[config.mk]
export PLATFORM = sky130hd
export DESIGN_NAME = prog_rom_bank
export DESIGN_NICKNAME = d
export VERILOG_FILES = /design/src/rtl/prog_rom_pkg.sv /design/src/rtl/prog_rom_array.sv /design/src/rtl/prog_rom_bank.sv
export SDC_FILE = /design/constraint.sdc
export NUM_CORES = 1
export LEC_CHECK = 0
export CAP_MARGIN = 20
export CORE_MARGIN = 2
export CORE_UTILIZATION = 47
export CTS_CLUSTER_SIZE = 20
export DETAILED_ROUTE_END_ITERATION = 8
export PLACE_DENSITY = 0.74
export SLEW_MARGIN = 20
export SYNTH_ARGS = -nofsm -noshare
export SYNTH_HDL_FRONTEND = slang
export SYNTH_SLANG_ARGS = --single-unit
export TNS_END_PERCENT = 1
[constraint.sdc]
create_clock -name clk -period 2.7 [get_ports clk]
set_clock_uncertainty 0.1 [all_clocks]
set_input_delay 0.81 -clock clk [delete_from_list [all_inputs] [get_ports clk]]
set_output_delay 0.81 -clock clk [all_outputs]
set_load 0.005 [all_outputs]
[src/rtl/prog_rom_pkg.sv]
// Shared definitions for the multi-bank demo program ROM: opcodes, FSM states, contents.
// No logic of its own; rom_byte() is a pure lookup used by the array sub-module.
// Backpressure: not applicable.
package prog_rom_pkg;

    localparam logic [7:0] NOP     = 8'h00;
    localparam logic [7:0] LDA_IMM = 8'h01;
    localparam logic [7:0] STA_IMM = 8'h03;
    localparam logic [7:0] ADD_IMM = 8'h05;
    localparam logic [7:0] LSL_IMM = 8'h0F;
    localparam logic [7:0] JMP_IMM = 8'h1B;
    localparam logic [7:0] BNE_IMM = 8'h1D;
    localparam logic [7:0] BPL_IMM = 8'h21;

    typedef enum logic [1:0] {
        ST_IDLE = 2'd0,
        ST_WAIT = 2'd1,
        ST_RESP = 2'd2
    } state_t;

    // Bank 0 counts then shifts a bit; bank 1 walks a single bit. Everything else is NOP.
    function automatic logic [7:0] rom_byte(input int bank, input int addr);
        logic [7:0] b;
        b = NOP;
        if (bank == 0) begin
            case (addr)
                'h01: b = LDA_IMM;
                'h02: b = 8'h00;
                'h04: b = ADD_IMM;
                'h05: b = 8'h01;
                'h06: b = STA_IMM;
                'h07: b = 8'h40;
                'h08: b = BNE_IMM;
                'h09: b = 8'h03;
                'h0A: b = LDA_IMM;
                'h0B: b = 8'h01;
                'h0C: b = STA_IMM;
                'h0D: b = 8'h40;
                'h0F: b = LSL_IMM;
                'h10: b = 8'h01;
                'h11: b = STA_IMM;
                'h12: b = 8'h40;
                'h13: b = BPL_IMM;
                'h14: b = 8'h0E;
                'h15: b = JMP_IMM;
                default: b = NOP;
            endcase
        end else if (bank == 1) begin
            case (addr)
                'h01: b = LDA_IMM;
                'h02: b = 8'h80;
                'h03: b = STA_IMM;
                'h04: b = 8'h40;
                'h05: b = JMP_IMM;
                default: b = NOP;
            endcase
        end
        return b;
    endfunction

endpackage

[src/rtl/prog_rom_array.sv]
// Combinational {bank, addr} -> byte lookup of the demo program contents.
// Latency: zero cycles (pure combinational).
// Backpressure: none; output follows inputs continuously.
module prog_rom_array
    import prog_rom_pkg::*;
#(
    parameter int ADDR_W = 5,
    parameter int BANK_W = 2
) (
    input  logic [BANK_W-1:0] bank,
    input  logic [ADDR_W-1:0] addr,
    output logic [7:0]        data
);

    always_comb begin
        data = rom_byte(int'(bank), int'(addr));
    end

endmodule

[src/rtl/prog_rom_bank.sv]
// Multi-bank registered program ROM with request/valid handshake; optional PROG_ROM_PREFETCH_EN next-address buffer.
// Latency: 1+WAIT_CYCLES cycles from acceptance to rd_valid (1 cycle on a prefetch hit).
// Backpressure: busy high while a read is in flight; rd_req is ignored until busy drops.
module prog_rom_bank
    import prog_rom_pkg::*;
#(
    parameter  int ADDR_W      = 5,
    parameter  int DATA_W      = 8,
    parameter  int NUM_BANKS   = 4,
    parameter  int WAIT_CYCLES = 1,
    localparam int BANK_W      = (NUM_BANKS > 1) ? $clog2(NUM_BANKS) : 1
) (
    input  logic              clk,
    input  logic              rst_n,
    input  logic [BANK_W-1:0] bank_sel,
    input  logic              rd_req,
    input  logic [ADDR_W-1:0] addr,
    output logic [DATA_W-1:0] rd_data,
    output logic              rd_valid,
    output logic              busy,
    output logic [BANK_W-1:0] bank_active
);

    localparam logic [3:0] CNT_LOAD = (WAIT_CYCLES > 0) ? 4'(WAIT_CYCLES - 1) : 4'd0;

    state_t            state, state_nxt;
    logic [3:0]        cnt;
    logic [ADDR_W-1:0] addr_q;
    logic [BANK_W-1:0] bank_q;
    logic              accept;
    logic              pf_hit;
    logic [ADDR_W-1:0] lk_addr;
    logic [BANK_W-1:0] lk_bank;
    logic [7:0]        lk_byte;
    logic [7:0]        resp_byte;

    assign accept      = rd_req && (state == ST_IDLE);
    assign busy        = (state != ST_IDLE);
    assign rd_valid    = (state == ST_RESP);
    assign bank_active = bank_q;

    // In IDLE the zero-wait path must look up the request being accepted right now.
    assign lk_addr = (state == ST_IDLE) ? addr     : addr_q;
    assign lk_bank = (state == ST_IDLE) ? bank_sel : bank_q;

    prog_rom_array #(
        .ADDR_W (ADDR_W),
        .BANK_W (BANK_W)
    ) u_array (
        .bank (lk_bank),
        .addr (lk_addr),
        .data (lk_byte)
    );

`ifdef PROG_ROM_PREFETCH_EN
    logic              pf_vld;
    logic              pf_pend;
    logic [3:0]        pf_cnt;
    logic [ADDR_W-1:0] pf_addr;
    logic [7:0]        pf_dat;
    logic [7:0]        pf_byte;

    prog_rom_array #(
        .ADDR_W (ADDR_W),
        .BANK_W (BANK_W)
    ) u_pf_array (
        .bank (bank_q),
        .addr (pf_addr),
        .data (pf_byte)
    );

    assign pf_hit    = accept && pf_vld && (addr == pf_addr) && (bank_sel == bank_q);
    assign resp_byte = pf_hit ? pf_dat : lk_byte;

    // Background fetch of the next sequential address; any acceptance discards it.
    always_ff @(posedge clk or negedge rst_n) begin
        if (!rst_n) begin
            pf_vld  <= 1'b0;
            pf_pend <= 1'b0;
            pf_cnt  <= 4'd0;
            pf_addr <= '0;
            pf_dat  <= 8'h00;
        end else if (accept) begin
            pf_vld  <= 1'b0;
            pf_pend <= 1'b0;
        end else if (state == ST_RESP) begin
            pf_addr <= addr_q + ADDR_W'(1);
            pf_cnt  <= 4'(WAIT_CYCLES);
            pf_pend <= 1'b1;
            pf_vld  <= 1'b0;
        end else if (state == ST_IDLE && pf_pend) begin
            if (pf_cnt <= 4'd1) begin
                pf_vld  <= 1'b1;
                pf_dat  <= pf_byte;
                pf_pend <= 1'b0;
            end else begin
                pf_cnt <= pf_cnt - 4'd1;
            end
        end
    end
`else
    assign pf_hit    = 1'b0;
    assign resp_byte = lk_byte;
`endif

    always_ff @(posedge clk or negedge rst_n) begin
        if (!rst_n) begin
            state <= ST_IDLE;
        end else begin
            state <= state_nxt;
        end
    end

    always_comb begin
        state_nxt = state;
        case (state)
            ST_IDLE: begin
                if (accept) begin
                    if (pf_hit || WAIT_CYCLES == 0) begin
                        state_nxt = ST_RESP;
                    end else begin
                        state_nxt = ST_WAIT;
                    end
                end
            end
            ST_WAIT: begin
                if (cnt == 4'd0) begin
                    state_nxt = ST_RESP;
                end
            end
            ST_RESP: state_nxt = ST_IDLE;
            default: state_nxt = ST_IDLE;
        endcase
    end

    always_ff @(posedge clk or negedge rst_n) begin
        if (!rst_n) begin
            cnt     <= 4'd0;
            addr_q  <= '0;
            bank_q  <= '0;
            rd_data <= '0;
        end else begin
            if (accept) begin
                addr_q <= addr;
                bank_q <= bank_sel;
                cnt    <= CNT_LOAD;
            end else if (state == ST_WAIT && cnt != 4'd0) begin
                cnt <= cnt - 4'd1;
            end
            if (state_nxt == ST_RESP) begin
                rd_data <= DATA_W'(resp_byte);
            end
        end
    end

endmodule

==> results.sh, run 1 <==
export IMPL_timing_rr_start="state[1]$_DFF_PN0_"
export IMPL_postPlaceCellArea_mm2=0.00171
export IMPL_powerDensity_mw_per_mm2=590
export IMPL_cts_inserted_buffers=3
export IMPL_cts_setup_buffers=0
export IMPL_rrSetupSlack_ns=0.29
export IMPL_cts_clk_slew_worst_paths_ns=0.11
export IMPL_clk_path_buf_depth=2
export IMPL_final_util_pct=63.1
export IMPL_p_leak_nw=0.785
export IMPL_cp_max_fo=10
export IMPL_stdcell_count=207
export IMPL_place_congestion=0.952
export IMPL_layout_common_cells="dfrtp_1, clkdlybuf4s50_1, buf_4"
export IMPL_cp_slowest_cell="dfrtp_1"
export IMPL_synth_cell_area_mm2=0.00136
export IMPL_yosysUniqueCellTypes=45
export IMPL_placed_cells=203
export IMPL_clkSinkCount=21
export IMPL_start_util_pct=49.3
export IMPL_dr_pass1_iters=4
export IMPL_tightest_slew_ns=0.593
export IMPL_critPathLaunchType="flop"
export IMPL_async_flop_share_pct=100
export IMPL_wl_per_cell_um=15.1
export IMPL_synth_edff_count=0
export IMPL_grt_pass1_wl_um=5180
export IMPL_cap_violations=0
export IMPL_synth_cells=139
export IMPL_synth_seq_cells=21
export IMPL_seq_area_frac_synth_pct=38.7
export IMPL_cp_end_kind="primary output"
export IMPL_p_seq_share_pct=41.3
export IMPL_tns_ns=0
export IMPL_overflow=0
export IMPL_worst_path_buf_inv=2
export IMPL_swShare_pct=35.0
export IMPL_hold_end="rd_data[5]$_DFFE_PN0N_"
export IMPL_grt_util_all_layers_pct=20.2
export IMPL_critical_path_top_delay_family="buffers and inverters"
export IMPL_setup_violations_final=0
export IMPL_power_frac_comb_pct=43.8
export IMPL_cp_arrival_ns=1.65
export IMPL_r2r_end="rd_data[1]$_DFFE_PN0N_"
export IMPL_grt_pass1_vias=1120
export IMPL_synth_area_per_cell_um2=9.78
export IMPL_die_width_um=57.8
export IMPL_internal_power_mw=0.668
export IMPL_max_freq_mhz=391
export IMPL_critPathMaxStageDelay_ns=0.50
export IMPL_ant_nets=0
export IMPL_cts_resized=0
export IMPL_cp_cell_sequence="nor2_2, inv_1, clkdlybuf4s50_1"
export IMPL_first_iter_violations=47
export IMPL_vias_per_cell=6.02
export IMPL_maxSlewHeadroom_pct=59.3
export IMPL_synth_flop_cell="dfrtp_1"
export IMPL_post_route_period_util_pct=94.8
export IMPL_fin_crit_ns=2.56
export IMPL_hold_buffers=0
export IMPL_drc_errors=0
export IMPL_routed_wl_um=3130
export IMPL_row_count=19
export IMPL_fillCellCount=236
export IMPL_diodes=0
export IMPL_p_switching_mw=0.359
export IMPL_required_ns=1.79
export IMPL_power_total_mw=1.03
export IMPL_hp_class="flop to flop"
export IMPL_yosys_warnings=0
export IMPL_crit_type="flop to primary output"
export IMPL_final_area_mm2=0.00174
export IMPL_numPortBuffers=21
export IMPL_max_vdd_ir_drop_mv=0.443
export IMPL_syn_nets=155
export IMPL_dieArea_mm2=0.00334
export IMPL_clock_power_share_pct=14.9
export IMPL_cts_root_buf="clkbuf_4"
export IMPL_slew_violations=0
export IMPL_worst_slack_ns=0.141
export IMPL_htreeDepth=1
export IMPL_hold_slack_ns=0.380
export IMPL_syn2layout_area_growth_pct=28.1
export IMPL_ios=22
export IMPL_core_area_mm2=0.00276
export IMPL_dp_slack_ns=-0.123
export IMPL_hpwl_um=2370
export IMPL_cts_tree="built"
export IMPL_rsz0062_at_grt="no"
export IMPL_drive_gt1_share_pct=19.9
export IMPL_min_path_cells=2
export IMPL_vias=1246
export IMPL_nets=193
export IMPL_reg2regPathDepth=7
export IMPL_die_h_um=57.8
export IMPL_outcome="completed"
export IMPL_clkLatencyLatePin_ns=0.31
export IMPL_min_from="rd_data[5]$_DFFE_PN0N_"
export IMPL_grt_max_degree=22
export IMPL_antenna_found_initial=0
export IMPL_hold_viol_final=0
[kinds of logic after synthesis]
| group | share of synthesized area, % |
|---|---|
| AO/OA/AOI/OAI | 17.5 |
| adder cells (fa/ha/maj) | 5.52 |
| buffers and inverters | 3.22 |
| AND/OR/NAND/NOR | 21.4 |
| multiplexers | 11.8 |
| flip-flops | 38.7 |
| XOR/XNOR | 1.93 |
[cells in the mapped netlist (2+ instances only)]
cell type,n,area [µm²]
dfrtp_1,21,526
nand2_1,13,48.8
nor2_1,10,37.5
mux2_2,8,90.1
a21oi_1,6,30.0
ha_1,6,75.1
inv_1,6,22.5
nand2b_1,6,37.5
o21ai_0,6,30.0
a32oi_1,4,35.0
mux2i_1,4,40.0
and2_1,3,18.8
clkbuf_1,3,11.3
o21ai_1,3,15.0
a22oi_1,2,15.0
a31oi_1,2,12.5
a32o_1,2,20.0
buf_2,2,10.0
mux2_4,2,30.0
o2111ai_1,2,17.5
or4b_1,2,20.0
or4b_2,2,20.0
xnor2_1,2,17.5
[worst max path at each step]
stage,from,to,cells after the start
detailed placement,addr[0],rd_data[1]$_DFFE_PN0N_,7
finish,state[1]$_DFF_PN0_,busy,3
global placement,addr[0],rd_data[1]$_DFFE_PN0N_,7
CTS,state[1]$_DFF_PN0_,busy,3
floorplan,state[1]$_DFF_PN0_,rd_data[1]$_DFFE_PN0N_,9
global route,state[1]$_DFF_PN0_,busy,3
[state kept, by name, summed over array words and instances, names as in the netlist]
name	count
cnt	4
addr_q	5
rd_data	8
state	2
bank_active	2
[per-layer routing]
metal | GRT usage (%) | wire [µm]
met3 | 4.69 | 199
met5 | 0 | 0
met4 | 3.99 | 39
met2 | 34.1 | 1480
met1 | 26.6 | 1410
[worst reg2reg max path, cell delays in order (launching register included)]
cell     delay [ns]
dfrtp_1        0.50
nor2_2         0.27
mux2i_1        0.34
inv_1          0.10
ha_1           0.23
mux2_4         0.27
a32o_1         0.25
a211o_1        0.26
[final cells by class]
type / count / area [µm²] / share of cell area, %
Timing Repair Buffer: 38 / 338 / 19.4
Clock buffer: 4 / 26.3 / 1.51
Tap cell: 31 / 38.8 / 2.23
Sequential cell: 21 / 526 / 30.2
Multi-Input combinational cell: 107 / 790 / 45.4
Inverter: 6 / 22.5 / 1.29
[power groups by stage]
stage                     clock network [mW]  registers [mW]  logic (mW)
final                                  0.153           0.425       0.450
after global routing                   0.166           0.437       0.491
after CTS                              0.159           0.424       0.448
after detailed placement                   0           0.430       0.445
after global placement                     0           0.427       0.437
after floorplan                            0           0.418       0.254
Note: power is estimated with default switching activity, not from simulation.
==> run 2: changes to the inputs <==
==> constraint.sdc (replaced) <==
create_clock -name clk -period 2.1 [get_ports clk]
set_clock_uncertainty 0.1 [all_clocks]
set_input_delay 0.63 -clock clk [delete_from_list [all_inputs] [get_ports clk]]
set_output_delay 0.63 -clock clk [all_outputs]
set_load 0.005 [all_outputs]
==> results.sh, run 2 (synthesis results as in run 1) <==
export IMPL_cp_max_fo=5
export IMPL_postPlaceCellArea_mm2=0.00183
export IMPL_cap_violations=0
export IMPL_ant_nets=0
export IMPL_hold_buffers=0
export IMPL_drive_gt1_share_pct=35.1
export IMPL_min_from="rd_data[5]$_DFFE_PN0N_"
export IMPL_htreeDepth=1
export IMPL_overflow=0
export IMPL_cts_inserted_buffers=3
export IMPL_core_area_mm2=0.00276
export IMPL_cp_cell_sequence="nor2_4, buf_6, mux2i_4, inv_2, ha_4, mux2_4, a32o_1, a211o_1"
export IMPL_hold_end="rd_data[5]$_DFFE_PN0N_"
export IMPL_critical_path_top_delay_family="multiplexers"
export IMPL_slew_violations=0
export IMPL_vias=1312
export IMPL_timing_rr_start="state[0]$_DFF_PN0_"
export IMPL_layout_common_cells="buf_4, dfrtp_1, clkdlybuf4s50_1"
export IMPL_powerDensity_mw_per_mm2=778
export IMPL_wl_per_cell_um=16.7
export IMPL_dp_slack_ns=-0.493
export IMPL_syn2layout_area_growth_pct=44.6
export IMPL_first_iter_violations=53
export IMPL_final_area_mm2=0.00196
export IMPL_fillCellCount=208
export IMPL_multiInputGateArea_um2=886
export IMPL_post_route_period_util_pct=105
export IMPL_worst_slack_ns=-0.0997
export IMPL_worst_path_buf_inv=2
export IMPL_vias_per_cell=5.91
export IMPL_outcome="complete, but fails checks"
export IMPL_crit_type="flop to flop"
export IMPL_hpwl_um=2700
export IMPL_cp_end_kind="flop"
export IMPL_cp_arrival_ns=2.32
export IMPL_start_util_pct=49.3
export IMPL_antenna_found_initial=0
export IMPL_dr_pass1_iters=4
export IMPL_cp_slowest_cell="dfrtp_2"
export IMPL_cts_clk_slew_worst_paths_ns=0.12
export IMPL_cts_tree="built"
export IMPL_critPathLaunchType="flop"
export IMPL_reg_top3="rd_data: 8 flops, addr_q: 5 flops, cnt: 4 flops"
export IMPL_die_h_um=57.8
export IMPL_rrSetupSlack_ns=-0.1
export IMPL_setup_violations_final=2
export IMPL_routed_wl_um=3710
export IMPL_clkLatencyLatePin_ns=0.32
export IMPL_grt_pass1_vias=1292
export IMPL_dieArea_mm2=0.00334
export IMPL_nets=208
export IMPL_die_width_um=57.8
export IMPL_ios=22
export IMPL_tightest_slew_ns=0.354
export IMPL_grt_util_all_layers_pct=23.5
export IMPL_diodes=0
export IMPL_grt_max_degree=22
export IMPL_violations="setup timing"
export IMPL_maxSlewHeadroom_pct=75.9
export IMPL_final_util_pct=71.2
export IMPL_tns_ns=-0.149
export IMPL_p_leak_nw=0.895
export IMPL_hp_class="flop to flop"
export IMPL_rsz0062_at_grt="yes"
export IMPL_place_congestion=0.846
export IMPL_row_count=19
export IMPL_clk_path_buf_depth=2
export IMPL_final_common_cell="buf_4"
export IMPL_critPathMaxStageDelay_ns=0.44
export IMPL_fin_crit_ns=2.20
export IMPL_grt_pass1_wl_um=5910
export IMPL_ff_latch_area_um2=527
export IMPL_max_freq_mhz=455
export IMPL_max_vdd_ir_drop_mv=0.731
export IMPL_clkSinkCount=21
export IMPL_hold_viol_final=0
export IMPL_drc_errors=0
export IMPL_required_ns=2.22
export IMPL_cts_root_buf="clkbuf_4"
export IMPL_r2r_end="rd_data[1]$_DFFE_PN0N_"
export IMPL_numPortBuffers=21
export IMPL_largest_register="rd_data"
export IMPL_min_path_cells=2
export IMPL_largest_reg_flops=8
export IMPL_reg2regPathDepth=8
[run 2: worst min-delay path, stage by stage, from the launching register on]
cell	delay, ns
dfrtp_1	0.36
nand2_1	0.05
nand2_1	0.05
[run 2: report_power, final]
part / switching, mW / internal (mW)
Combinational: 0.343 / 0.428
Clock: 0.138 / 0.0716
Sequential: 0.0778 / 0.469
Total: 0.558 / 0.969
[run 2: what timing repair did]
action	4_1_cts	5_1_grt
setup endpoints to repair	9	6
setup buffers	2	2
hold endpoints to repair	0	0
pin swaps	1	2
resized for setup	13	13
[run 2: area by class of cell]
class	count	area share, %
multi-input combinational	107	45.1
sequential	21	26.8
clock inverter	1	0.255
tap	31	1.97
clock buffer	3	1.15
timing repair buffer	53	23.6
inverter	6	1.15
[run 2: worst max-delay path by stage]
| stage | startpoint | to | cells past startpoint |
|---|---|---|---|
| 2_1_floorplan | state[0]$_DFF_PN0_ | rd_data[1]$_DFFE_PN0N_ | 9 |
| 3_3_place_gp | addr[3] | rd_data[4]$_DFFE_PN0N_ | 6 |
| 3_5_place_dp | addr[3] | rd_data[2]$_DFFE_PN0N_ | 6 |
| 4_1_cts | state[1]$_DFF_PN0_ | rd_data[1]$_DFFE_PN0N_ | 8 |
| 5_1_grt | state[0]$_DFF_PN0_ | rd_data[1]$_DFFE_PN0N_ | 8 |
| 6_report | state[0]$_DFF_PN0_ | rd_data[1]$_DFFE_PN0N_ | 8 |
[run 2: through the flow]
step	std cells	power, mW	hold slack, ns
2_1_floorplan	139	0.907	0.234
3_3_place_gp	214	1.21	0.355
3_5_place_dp	214	1.24	0.362
4_1_cts	220	1.47	0.392
5_1_grt	222	1.62	0.414
6_report	222	1.53	0.387
[run 2: metal layers]
layer,global-route usage (%),vias up,wire length (µm)
met2,39.4,48,1850
met3,3.35,8,186
met4,9.97,0,78
met5,0,-,0
met1,30.5,634,1590
li1,-,622,-
